$ cat src/rtl/ula_multiciclo.sv
// Registered ALU: logic/arith/shift ops finish in 1 clock; MUL/DIV/REM iterate for WIDTH clocks.
// A start is accepted only while busy=0; res/flags change only at the edge that raises done.
module ula_multiciclo #(
  parameter int WIDTH = 32
) (
  input  logic             clk,
  input  logic             rst,
  input  logic             start,
  input  logic [3:0]       sel,
  input  logic [WIDTH-1:0] X,
  input  logic [WIDTH-1:0] Y,
  output logic             busy,
  output logic             done,
  output logic [WIDTH-1:0] res,
  output logic             neg,
  output logic             zero,
  output logic             div_zero
);

  localparam int SHW = $clog2(WIDTH);
  localparam logic [WIDTH:0]   WLIM = (WIDTH+1)'(WIDTH);
  localparam logic [SHW-1:0]   LAST = SHW'(WIDTH-1);
  localparam logic [3:0] OP_ADD = 4'b0000, OP_SUB = 4'b0001, OP_AND = 4'b0010,
                         OP_OR  = 4'b0011, OP_SHL = 4'b0100, OP_SHR = 4'b0101,
                         OP_XOR = 4'b0110, OP_NOT = 4'b0111, OP_XNR = 4'b1000,
                         OP_MUL = 4'b1001, OP_DIV = 4'b1010, OP_REM = 4'b1011;

  typedef enum logic [1:0] {S_IDLE, S_MUL, S_DIV} state_t;

  state_t           state_q;
  logic [SHW-1:0]   cnt_q;
  logic [WIDTH-1:0] a_q, b_q, acc_q, rem_q, res_q;
  logic             is_rem_q, dz_q, busy_q, done_q, div_zero_q;

  logic             shamt_ok;
  logic [WIDTH-1:0] alu_d, mul_acc_d, quo_d, rem_d, div_res_d;
  logic [WIDTH:0]   rem_sh, rem_sub;
  logic             ge;

  assign shamt_ok = ({1'b0, Y} < WLIM);

  always_comb begin
    alu_d = '0;
    case (sel)
      OP_ADD: alu_d = X + Y;
      OP_SUB: alu_d = X - Y;
      OP_AND: alu_d = X & Y;
      OP_OR:  alu_d = X | Y;
      OP_SHL: alu_d = shamt_ok ? (X << Y[SHW-1:0]) : '0;
      OP_SHR: alu_d = shamt_ok ? (X >> Y[SHW-1:0]) : '0;
      OP_XOR: alu_d = X ^ Y;
      OP_NOT: alu_d = ~X;
      OP_XNR: alu_d = ~(X ^ Y);
      default: alu_d = '0;
    endcase
  end

  // MUL: a_q = shifted multiplicand, b_q = multiplier consumed LSB first.
  assign mul_acc_d = acc_q + (b_q[0] ? a_q : '0);

  // DIV: a_q holds the dividend shifting out MSB first while quotient bits shift in.
  assign rem_sh  = {rem_q, a_q[WIDTH-1]};
  assign rem_sub = rem_sh - {1'b0, b_q};
  assign ge      = ~rem_sub[WIDTH];
  assign quo_d   = {a_q[WIDTH-2:0], ge};
  assign rem_d   = ge ? rem_sub[WIDTH-1:0] : rem_sh[WIDTH-1:0];
  assign div_res_d = dz_q ? (is_rem_q ? a_q : '1) : (is_rem_q ? rem_d : quo_d);

  always_ff @(posedge clk) begin
    if (rst) begin
      state_q    <= S_IDLE;
      cnt_q      <= '0;
      a_q        <= '0;
      b_q        <= '0;
      acc_q      <= '0;
      rem_q      <= '0;
      is_rem_q   <= 1'b0;
      dz_q       <= 1'b0;
      res_q      <= '0;
      busy_q     <= 1'b0;
      done_q     <= 1'b0;
      div_zero_q <= 1'b0;
    end else begin
      done_q <= 1'b0;
      case (state_q)
        S_IDLE: begin
          if (start) begin
            cnt_q <= '0;
            a_q   <= X;
            b_q   <= Y;
            acc_q <= '0;
            rem_q <= '0;
            if (sel == OP_MUL) begin
              state_q <= S_MUL;
              busy_q  <= 1'b1;
            end else if (sel == OP_DIV || sel == OP_REM) begin
              state_q  <= S_DIV;
              busy_q   <= 1'b1;
              is_rem_q <= (sel == OP_REM);
              dz_q     <= (Y == '0);
            end else begin
              res_q      <= alu_d;
              done_q     <= 1'b1;
              div_zero_q <= 1'b0;
            end
          end
        end
        S_MUL: begin
          acc_q <= mul_acc_d;
          a_q   <= {a_q[WIDTH-2:0], 1'b0};
          b_q   <= {1'b0, b_q[WIDTH-1:1]};
          cnt_q <= cnt_q + 1'b1;
          if (cnt_q == LAST) begin
            state_q    <= S_IDLE;
            busy_q     <= 1'b0;
            done_q     <= 1'b1;
            res_q      <= mul_acc_d;
            div_zero_q <= 1'b0;
          end
        end
        S_DIV: begin
          // Divide by zero keeps a_q = X so REM can return it; only the counter runs.
          if (!dz_q) begin
            a_q   <= quo_d;
            rem_q <= rem_d;
          end
          cnt_q <= cnt_q + 1'b1;
          if (cnt_q == LAST) begin
            state_q    <= S_IDLE;
            busy_q     <= 1'b0;
            done_q     <= 1'b1;
            res_q      <= div_res_d;
            div_zero_q <= dz_q;
          end
        end
        default: begin
          state_q <= S_IDLE;
          busy_q  <= 1'b0;
        end
      endcase
    end
  end

  assign busy     = busy_q;
  assign done     = done_q;
  assign res      = res_q;
  assign neg      = res_q[WIDTH-1];
  assign zero     = (res_q == '0);
  assign div_zero = div_zero_q;

endmodule

$ cat config.mk
export PLATFORM = sky130hd
export DESIGN_NAME = ula_multiciclo
export DESIGN_NICKNAME = d
export VERILOG_FILES = /design/src/rtl/ula_multiciclo.sv
export SDC_FILE = /design/constraint.sdc
export NUM_CORES = 1
export LEC_CHECK = 0
export CELL_PAD_IN_SITES_DETAIL_PLACEMENT = 0
export CELL_PAD_IN_SITES_GLOBAL_PLACEMENT = 1
export CORE_ASPECT_RATIO = 1.75
export CORE_MARGIN = 2
export CORE_UTILIZATION = 46
export DETAILED_ROUTE_END_ITERATION = 10
export GPL_TIMING_DRIVEN = 0
export HOLD_SLACK_MARGIN = 0.05
export PLACE_DENSITY_LB_ADDON = 0.1
export REMOVE_ABC_BUFFERS = 1
export SYNTH_ARGS = -nofsm -noshare
export SYNTH_HDL_FRONTEND = slang
export SYNTH_SLANG_ARGS = --single-unit
$ cat constraint.sdc
create_clock -name clk -period 6.97 [get_ports clk]
set_input_delay 1.394 -clock clk [delete_from_list [all_inputs] [get_ports clk]]
set_output_delay 1.394 -clock clk [all_outputs]
set_load 0.005 [all_outputs]
-- Yosys cells after proc, flatten, opt, wreduce, memory -nomap -nowiden
Index checks and enable logic that the tools add are counted.
- flip-flop bits (word level): 172
- output and inout bits: 37
- add/sub/neg operators: 5
- $lt $le $gt $ge: 1
- equality and inequality tests: 22
- shift operators: 2
- multiplexer cells: 45
- bitwise logic cells: 7
- reductions and logical operators: 17
- operators by type and width (cell ; count):
    $mux W32 ; 17
    $pmux W32 S9 ; 1
    $pmux W32 S2 ; 3
    $pmux W32 S3 ; 2
    $add A32 B32 Y32 ; 2
    $logic_not A32 Y1 ; 2
    $not A32 Y32 ; 2
    $sub A33 B32 Y33 ; 1
    $and A32 B32 Y32 ; 1
    $lt A32 B6 Y1 const B ; 1
    $or A32 B32 Y32 ; 1
    $shl A32 B5 Y32 ; 1
    $shr A32 B5 Y32 ; 1
    $sub A32 B32 Y32 ; 1
    $xor A32 B32 Y32 ; 1
    $eq A4 B3 Y1 const B ; 4
    $eq A4 B4 Y1 const B ; 4
    $mux W1 ; 12
    $ne A2 B2 Y1 const B ; 6
    $pmux W5 S2 ; 1
    $reduce_and A3 Y1 ; 3
    $eq A4 B2 Y1 const B ; 2
    $mux W2 ; 4
    $reduce_and A6 Y1 ; 1
    20 further kinds ; 25

-- Longest topological paths before layout
Gate-level depths: netlist (run 1).
- word-level depth: 7
- gate-level depth with buffers: 24
- depth with buffers taken out: 20

-- Worst setup path before layout (run 1)
OpenSTA, ideal clock, no wires.
- path type: in2reg
- start: input Y[0]
- end: register res_q[30] (netlist: res[30])
- setup time: 0.091 ns
- arrival: 5.870 ns
- slack: 1.009 ns
- stages on the path: 24
- cells stage by stage: buf_2 -> buf_2 -> inv_2 -> buf_1 -> ha_1 -> nand3_1 -> nor3_1 -> nand4_1 -> nor4_1 -> nand2_1 -> nor2_1 -> a21oi_1 -> xnor2_1 -> ha_1 -> clkbuf_1 -> nand3_1 -> o21ai_0 -> nand2_1 -> a21o_1 -> a21oi_1 -> o21ai_0 -> or4_1 -> and3_1 -> a311oi_1
- cells in the longest elaborated chain, start to end: 7
- ends and longest elaborated chain (element ; line ; text):
    start, declared ; 11 ; input logic [WIDTH-1:0] Y,
    $lt A32 B6 Y1, or another cell as far along ; 40 ; assign shamt_ok = ({1'b0, Y} < WLIM);
    $mux W32 (on tied branches) ; 50, 49 ;
    $pmux W32 S9 * ; 44 ; case (sel)
    $mux W32 * ; 96 ; end else if (sel == OP_DIV || sel == OP_REM) begin
    $mux W32 * ; 93 ; if (sel == OP_MUL) begin
    $mux W32 * ; 87 ; if (start) begin
    $pmux W32 S3 * ; 85 ; case (state_q)
    end signal, assigned ; 102 ; res_q <= alu_d;
    end signal, assigned ; 117 ; res_q <= mul_acc_d;
    end signal, assigned ; 132 ; res_q <= div_res_d;
    end, declared ; 32 ; logic [WIDTH-1:0] a_q, b_q, acc_q, rem_q, res_q;
Every way passes the cells marked *; elsewhere a longest branch is shown, timed or not. The select of a mux whose other input is x is not followed.
A chain may end at the register's enable or synchronous reset.

-- Worst setup path in the final report (run 1)
- start: input Y[2]
- end: register res_q[30] (netlist: res[30])
Same word-level chain as after synthesis.

==> results of run 1 <==
==> cells in the final DEF, fill, tap and decap left out, types with 40 or more instances in the layout <==
cell	Yosys	final
a22oi_1	63	63
o21ai_0	147	146
and2_1	43	44
xnor2_1	72	72
a211oi_1	100	100
nand3_1	48	46
nand2_1	222	222
inv_1	126	126
ha_1	167	165
a21oi_1	233	232
mux2i_1	100	100
dfxtp_1	172	172
o22ai_1	48	48
nor2_1	368	366
a21o_1	40	40
clkdlybuf4s50_1	0	101
a221oi_1	42	42
==> report_power, final <==
part / internal (W) / leakage (nW) / total (W) / switching [W]
Sequential: 0.00104 / 1.41 / 0.00113 / 0.0000895
Combinational: 0.000499 / 6.92 / 0.00133 / 0.000836
Clock: 0.000514 / 0.279 / 0.000959 / 0.000445
==> cell families (layout without fill, tap and decap cells) <==
logic type | Yosys count | count (layout) | synth area share, %
AO/OA/AOI/OAI | 883 | 883 | 29.7
AND/OR/NAND/NOR | 845 | 845 | 19.1
buffers and inverters | 320 | 290 | 6.44
multiplexers | 175 | 175 | 11.4
flip-flops | 172 | 172 | 17.5
adder cells (fa/ha/maj) | 170 | 170 | 11.0
XOR/XNOR | 106 | 106 | 4.73
==> worst register-to-register path: stages, from the launching register on <==
cell and delay (ns):
dfxtp_1 0.42, inv_1 0.10, ha_2 0.59, inv_1 1.11
nand2_1 1.04, nor2_1 1.01, nand3_1 0.20, nand2b_1 0.18
o211ai_1 0.10, nor3_1 0.12, a211oi_1 0.22
==> stage by stage <==
step | setup TNS [ns] | worst slack (ns) | util [%] | cells | power (W)
after CTS | 0 | 0.0540 | 51.1 | 3202 | 0.00341
after detailed placement | -1.75 | -0.407 | 49.7 | 3170 | 0.00246
after global placement | -221.70 | -3.13 | 48.8 | 3150 | 0.00244
after floorplan | 0 | 1.26 | - | 2482 | 0.00188
final | 0 | 0.0480 | 51.1 | 3202 | 0.00343
after global routing | 0 | 0.0152 | 51.1 | 3202 | 0.00357
==> cell type report <==
cell class                      count  area [um2]  share of cell area (%)
Timing Repair Buffer              127        1380                    6.40
Multi-Input combinational cell   2179       15000                    69.5
Tap cell                          561         702                    3.25
Clock inverter                     12         111                   0.515
Clock buffer                       20         457                    2.11
Inverter                          131         502                    2.32
Sequential cell                   172        3440                    15.9
==> routing by layer <==
layer | track usage (%) | wire [um] | vias to the layer above
met5 | 0 | 0 | -
met4 | 24.7 | 6200 | 0
li1 | - | - | 9762
met3 | 2.59 | 3700 | 233
met1 | 41.1 | 31800 | 10100
met2 | 67.7 | 43400 | 832
==> registers in the layout, indices dropped and copies added, names as in the netlist <==
register	cells
b_q	32
res	32
dz_q	1
is_rem_q	1
div_zero	1
rem_q	32
acc_q	32
state_q	2
busy	1
done	1
a_q	32
cnt_q	5
==> worst max-delay path by stage <==
stage,cells past startpoint,slack (ns),startpoint,end
final,20,0.05,Y[2],res[30]$_SDFFE_PP0P_
after global placement,6,-3.13,state_q[1]$_SDFFE_PP0P_,b_q[31]$_SDFFE_PP0P_
after floorplan,6,1.26,state_q[1]$_SDFFE_PP0P_,acc_q[0]$_SDFFE_PP0P_
after global routing,21,0.02,Y[0],res[30]$_SDFFE_PP0P_
after CTS,21,0.05,Y[0],res[30]$_SDFFE_PP0P_
after detailed placement,21,-0.41,Y[0],res[30]$_SDFFE_PP0P_
==> impl_metrics.csv, run 1 <==
group,metric,value,unit
pwr,leakage,8.60,nW
final_layout,drive_gt1_share,6.25,%
pwr,powerDensity,159,nW/um2
worst_setup_path,path_max_fanout,18,
worst_setup_path,worstPathRequired,7.34,ns
worst_setup_path,worstPathArrival,7.29,ns
floorplanning,dieArea,44400,um2
timing,hold_slack,0.462,ns
timing,worstMarginPinSlew,1.41,ns
worst_setup_path,cp_cell_sequence,"buf_2, nor2_1, nand3_1, nor3_1, nand4_1, nor4_1, nand2_1, nor2_1, a21oi_1, xnor2_1, ha_1, nand3_1, o21ai_0, nand2_1, a21o_1, a21oi_1, o21ai_0, or4_1, and3_1, a311oi_1",
placement,dp_hpwl,66300,um
placement,dpl_cell_area,21000,um2
floorplanning,fp-row-count,100,
clock_network,clockBufferDepth,2,
min_path,hold_path.class,"flip-flop to flip-flop",
synth,yosysWarnings,0,
drt,dr.pass1.iters,6,
drt,drc,0,
global_route,track_usage,37.1,%
timing,fmax,0.144,GHz
clock_network,cts-resized-gates,0,
clock_network,clkTransAtPathRegs,0.07,ns
timing,slew-limit-headroom,5.35,%
worst_setup_path,max_stage_delay,0.73,ns
status,status,"complete, no violations",
min_path,hold_path_depth,2,
global_route,grt_max_degree,120,
global_route,grt_pass1_vias,20400,
synth,avgSynthCellArea,7.35,um2
clock_network,tritoncts,"yes",
clock_network,cts_max_level,4,
synth,synthCells,2671,
final_layout,area_growth,10.1,%
worst_setup_path,cp_top_family,"simple AND/OR/NAND/NOR gates",
worst_setup_path,cp-start-kind,"input pin",
timing,rsz0062_at_grt,"no",
clock_network,insertion_delay,0.46,ns
timing,finalCritPeriodShare,99.3,%
synth,yosys-top-cells-count,"nor2_1, a21oi_1, nand2_1",
synth,synth_most_common_cell,"nor2_1",
global_route,grt_pass1_wl,126000,um
worst_setup_path,reg2reg_depth,10,
synth,seq_area_frac_synth,17.5,%
clock_network,clock-root-buffer,"clkbuf_16",
worst_setup_path,cp_slowest_cell,"nor2_1",
clock_network,numCtsBuffers,17,
synth,synth_area_leaders,"dfxtp_1, ha_1, nor2_1, a21oi_1, mux2i_1",
floorplanning,start_util,46.4,%
synth,synth-seq-cells,172,
floorplanning,io_pins,108,
synth,synth_edf_count,0,
drt,ant_nets,0,
drt,routed_wl,85000,um
worst_setup_path,rr_startpoint,"state_q[0]$_SDFFE_PP0P_",
floorplanning,core_area,42300,um2
floorplanning,die_y,277,um
worst_setup_path,rrSetupSlack,1.80,ns
clock_network,cts_num_sinks,172,
drt,wl_per_cell,26.6,um
worst_setup_path,path_class,"input pin to flip-flop",
placement,gp_congestion,1.01,
floorplanning,fp.dieW,160,um
final_layout,antenna_cells,0,
drt,vias_per_cell,6.54,
worst_setup_path,cp-end-kind,"flip-flop",
worst_setup_path,crit_buf_inv,1,
global_route,antenna_found_initial,0,
synth,syn-cell-area,19600,um2
timing,slew_viol_final,0,
clock_network,cts_setup_buffers,0,
synth,synthFlopType,"dfxtp_1",
timing,hold_violations,0,
synth,synth_top_area_share,17.5,%
timing,fin_skew,0.0114,ns
clock_network,holdBufCountCts,0,
timing,period_needed,6.92,ns
final_layout,fillCellCount,4404,
run,cap_violations,0,
min_path,hold_start,"cnt_q[4]$_SDFFE_PP0P_",
synth,yosysUniqueCellTypes,85,
placement,portBuffers,107,
final_layout,finalInstanceArea,21600,um2
synth,yosys.area.top_type,"dfxtp_1",
final_layout,nets,2869,
drt,first_iter_violations,1745,
synth,async_flop_share,0,%
pwr,ir_drop,0.176,mV
worst_setup_path,reg2reg_to,"res[29]$_SDFFE_PP0P_",
drt,routed-via-count,21000,
timing,setup_viol,0,
min_path,whs_endpoint,"cnt_q[4]$_SDFFE_PP0P_",
global_route,grt-ovfl-total,0,
Power figures use the tool's default switching activity.
==> inputs of run 2 (changes only) <==
- GPL_ROUTABILITY_DRIVEN: default -> 0
- GPL_TIMING_DRIVEN: 0 -> default
- REMOVE_ABC_BUFFERS: 1 -> default
==> impl_metrics.csv, run 2 (synthesized netlist as in run 1, its figures left out) <==
group,metric,value,unit
worst_setup_path,worstPathRequired,7.26,ns
timing,hold_violations,0,
clock_network,clock-root-buffer,"clkbuf_16",
clock_network,cts_max_level,4,
floorplanning,die_y,277,um
drt,wl_per_cell,28.4,um
worst_setup_path,path_class,"input pin to flip-flop",
worst_setup_path,path_max_fanout,12,
final_layout,most-common-layout-cells,"nor2_1, a21oi_1, nand2_1, dfxtp_1, ha_1",
pwr,switching_share,40.9,%
clock_network,insertion_delay,0.46,ns
placement,dp_slack,0.681,ns
global_route,grt-ovfl-total,0,
worst_setup_path,cp_slowest_cell,"clkdlybuf4s50_1",
pwr,pwr-share-comb,38.7,%
pwr,p_sw,0.00144,W
drt,drc,0,
drt,first_iter_violations,2244,
floorplanning,io_pins,108,
timing,period_needed,5.99,ns
worst_setup_path,crit_top_cell,"nor3_1",
pwr,seqPwrFrac,32.4,%
timing,setup_viol,0,
worst_setup_path,cp-start-kind,"input pin",
placement,dp_hpwl,70000,um
timing,fin_ws,0.984,ns
worst_setup_path,cp-end-kind,"flip-flop",
drt,routed_wl,92200,um
timing,hold_slack,0.458,ns
worst_setup_path,cp_top_family,"compound AO/OA/AOI/OAI gates",
min_path,hold_path_depth,2,
timing,fin_skew,0.0128,ns
clock_network,holdBufCountCts,0,
timing,fmax,0.167,GHz
worst_setup_path,cp_cell_sequence,"clkdlybuf4s50_1, nor3_1, buf_4, and2_0, nor2_1, xnor2_1, ha_1, and3_1, a221o_1, a311oi_1, o41ai_1, a311o_1, a31oi_1, o22ai_1, nor3_1, nor3_1",
clock_network,clkTransAtPathRegs,0.08,ns
global_route,track_usage,40.3,%
timing,timing.setup.tns,0,ns
clock_network,numCtsBuffers,17,
pwr,intPower,0.00208,W
timing,slew_viol_final,0,
timing,rsz0062_at_grt,"no",
timing,worstMarginPinSlew,1.31,ns
floorplanning,core_area,42300,um2
final_layout,final_cells,3247,
floorplanning,fp.dieW,160,um
final_layout,area_growth,10.7,%
global_route,grt_pass1_vias,21000,
clock_network,cts_num_sinks,172,
status,status,"complete, no violations",
pwr,leakage,8.76,nW
worst_setup_path,reg2reg_depth,14,
global_route,grt_pass1_wl,134000,um
placement,numPlacedInstances,3213,
drt,dr.pass1.iters,7,
timing,slew-limit-headroom,12.3,%
synth,synth_nets,2912,
pwr,powerDensity,162,nW/um2
drt,ant_nets,0,
final_layout,drive_gt1_share,7.45,%
placement,portBuffers,107,
timing,finalCritPeriodShare,85.9,%
drt,routed-via-count,21900,
clock_network,cts-resized-gates,0,
pwr,ir_drop,0.173,mV
final_layout,nets,2912,
worst_setup_path,rrSetupSlack,1.90,ns
clock_network,clockBufferDepth,2,
worst_setup_path,crit_cells,16,
min_path,hold_path.class,"flip-flop to flip-flop",
clock_network,tritoncts,"yes",
floorplanning,fp-row-count,100,
final_layout,mostFrequentLayoutCell,"nor2_1",
pwr,clkPwrFrac,29.0,%
drt,vias_per_cell,6.74,
floorplanning,start_util,46.4,%
floorplanning,dieArea,44400,um2
worst_setup_path,worstPathArrival,6.28,ns
worst_setup_path,max_stage_delay,0.71,ns
pwr,total_power,0.00352,W
global_route,grt_max_degree,94,
run,cap_violations,0,
clock_network,cts_setup_buffers,0,
global_route,antenna_found_initial,2,
worst_setup_path,crit_buf_inv,2,
[run 2: changes by cell type in the layout (fill, tap and decap cells not counted), sizes merged]
cell           change
buf               +43
bufinv             +1
clkbuf             -3
clkdlybuf4s18      -1
clkdlybuf4s50      +1
clkinv             -2
diode              +2
inv                +4
[run 2: stage by stage]
step,area [um2],utilization (%)
floorplan,19600,-
global placement,21100,50.0
detailed placement,21100,50.0
CTS,21700,51.4
global route,21700,51.4
finish,21700,51.4
[run 2: path summary, 6_finish.rpt]
path                                end             startpoint
setup / recovery   res[18]$_SDFFE_PP0P_                 sel[1]
hold / removal    cnt_q[4]$_SDFFE_PP0P_  cnt_q[4]$_SDFFE_PP0P_
setup reg to reg    res[3]$_SDFFE_PP0P_   a_q[31]$_SDFFE_PP0P_
hold reg to reg   cnt_q[4]$_SDFFE_PP0P_  cnt_q[4]$_SDFFE_PP0P_
[run 2: cell type report]
class,count,area [um2]
Clock buffer,17,425
Sequential cell,172,3440
Fill cell,4323,20600
Clock inverter,15,175
Multi-Input combinational cell,2179,15000
Antenna cell,2,5.00
Timing Repair Buffer,170,1530
Tap cell,561,702
Inverter,131,492
[run 2: power groups by stage]
| stage | Combinational [W] | Sequential [W] | Clock, W |
|---|---|---|---|
| 6_report | 0.00136 | 0.00114 | 0.00102 |
| 3_5_place_dp | 0.00130 | 0.00116 | 0 |
| 3_3_place_gp | 0.00129 | 0.00116 | 0 |
| 4_1_cts | 0.00131 | 0.00113 | 0.00102 |
| 2_1_floorplan | 0.000836 | 0.00111 | 0 |
| 5_1_grt | 0.00144 | 0.00114 | 0.00106 |
[run 2: per-layer routing]
metal,track usage (%),vias to the layer above,routed length (um)
met5,0.665,-,0
met3,8.37,447,7650
met4,37.5,0,10700
met1,42.9,10300,31600
li1,-,9853,-
met2,66.3,1246,42300
[run 2: tightest hold or removal path: stages, from the launching register on]
cell and delay [ns]:
dfxtp_1 0.32, nand2_1 0.05, a21oi_1 0.05
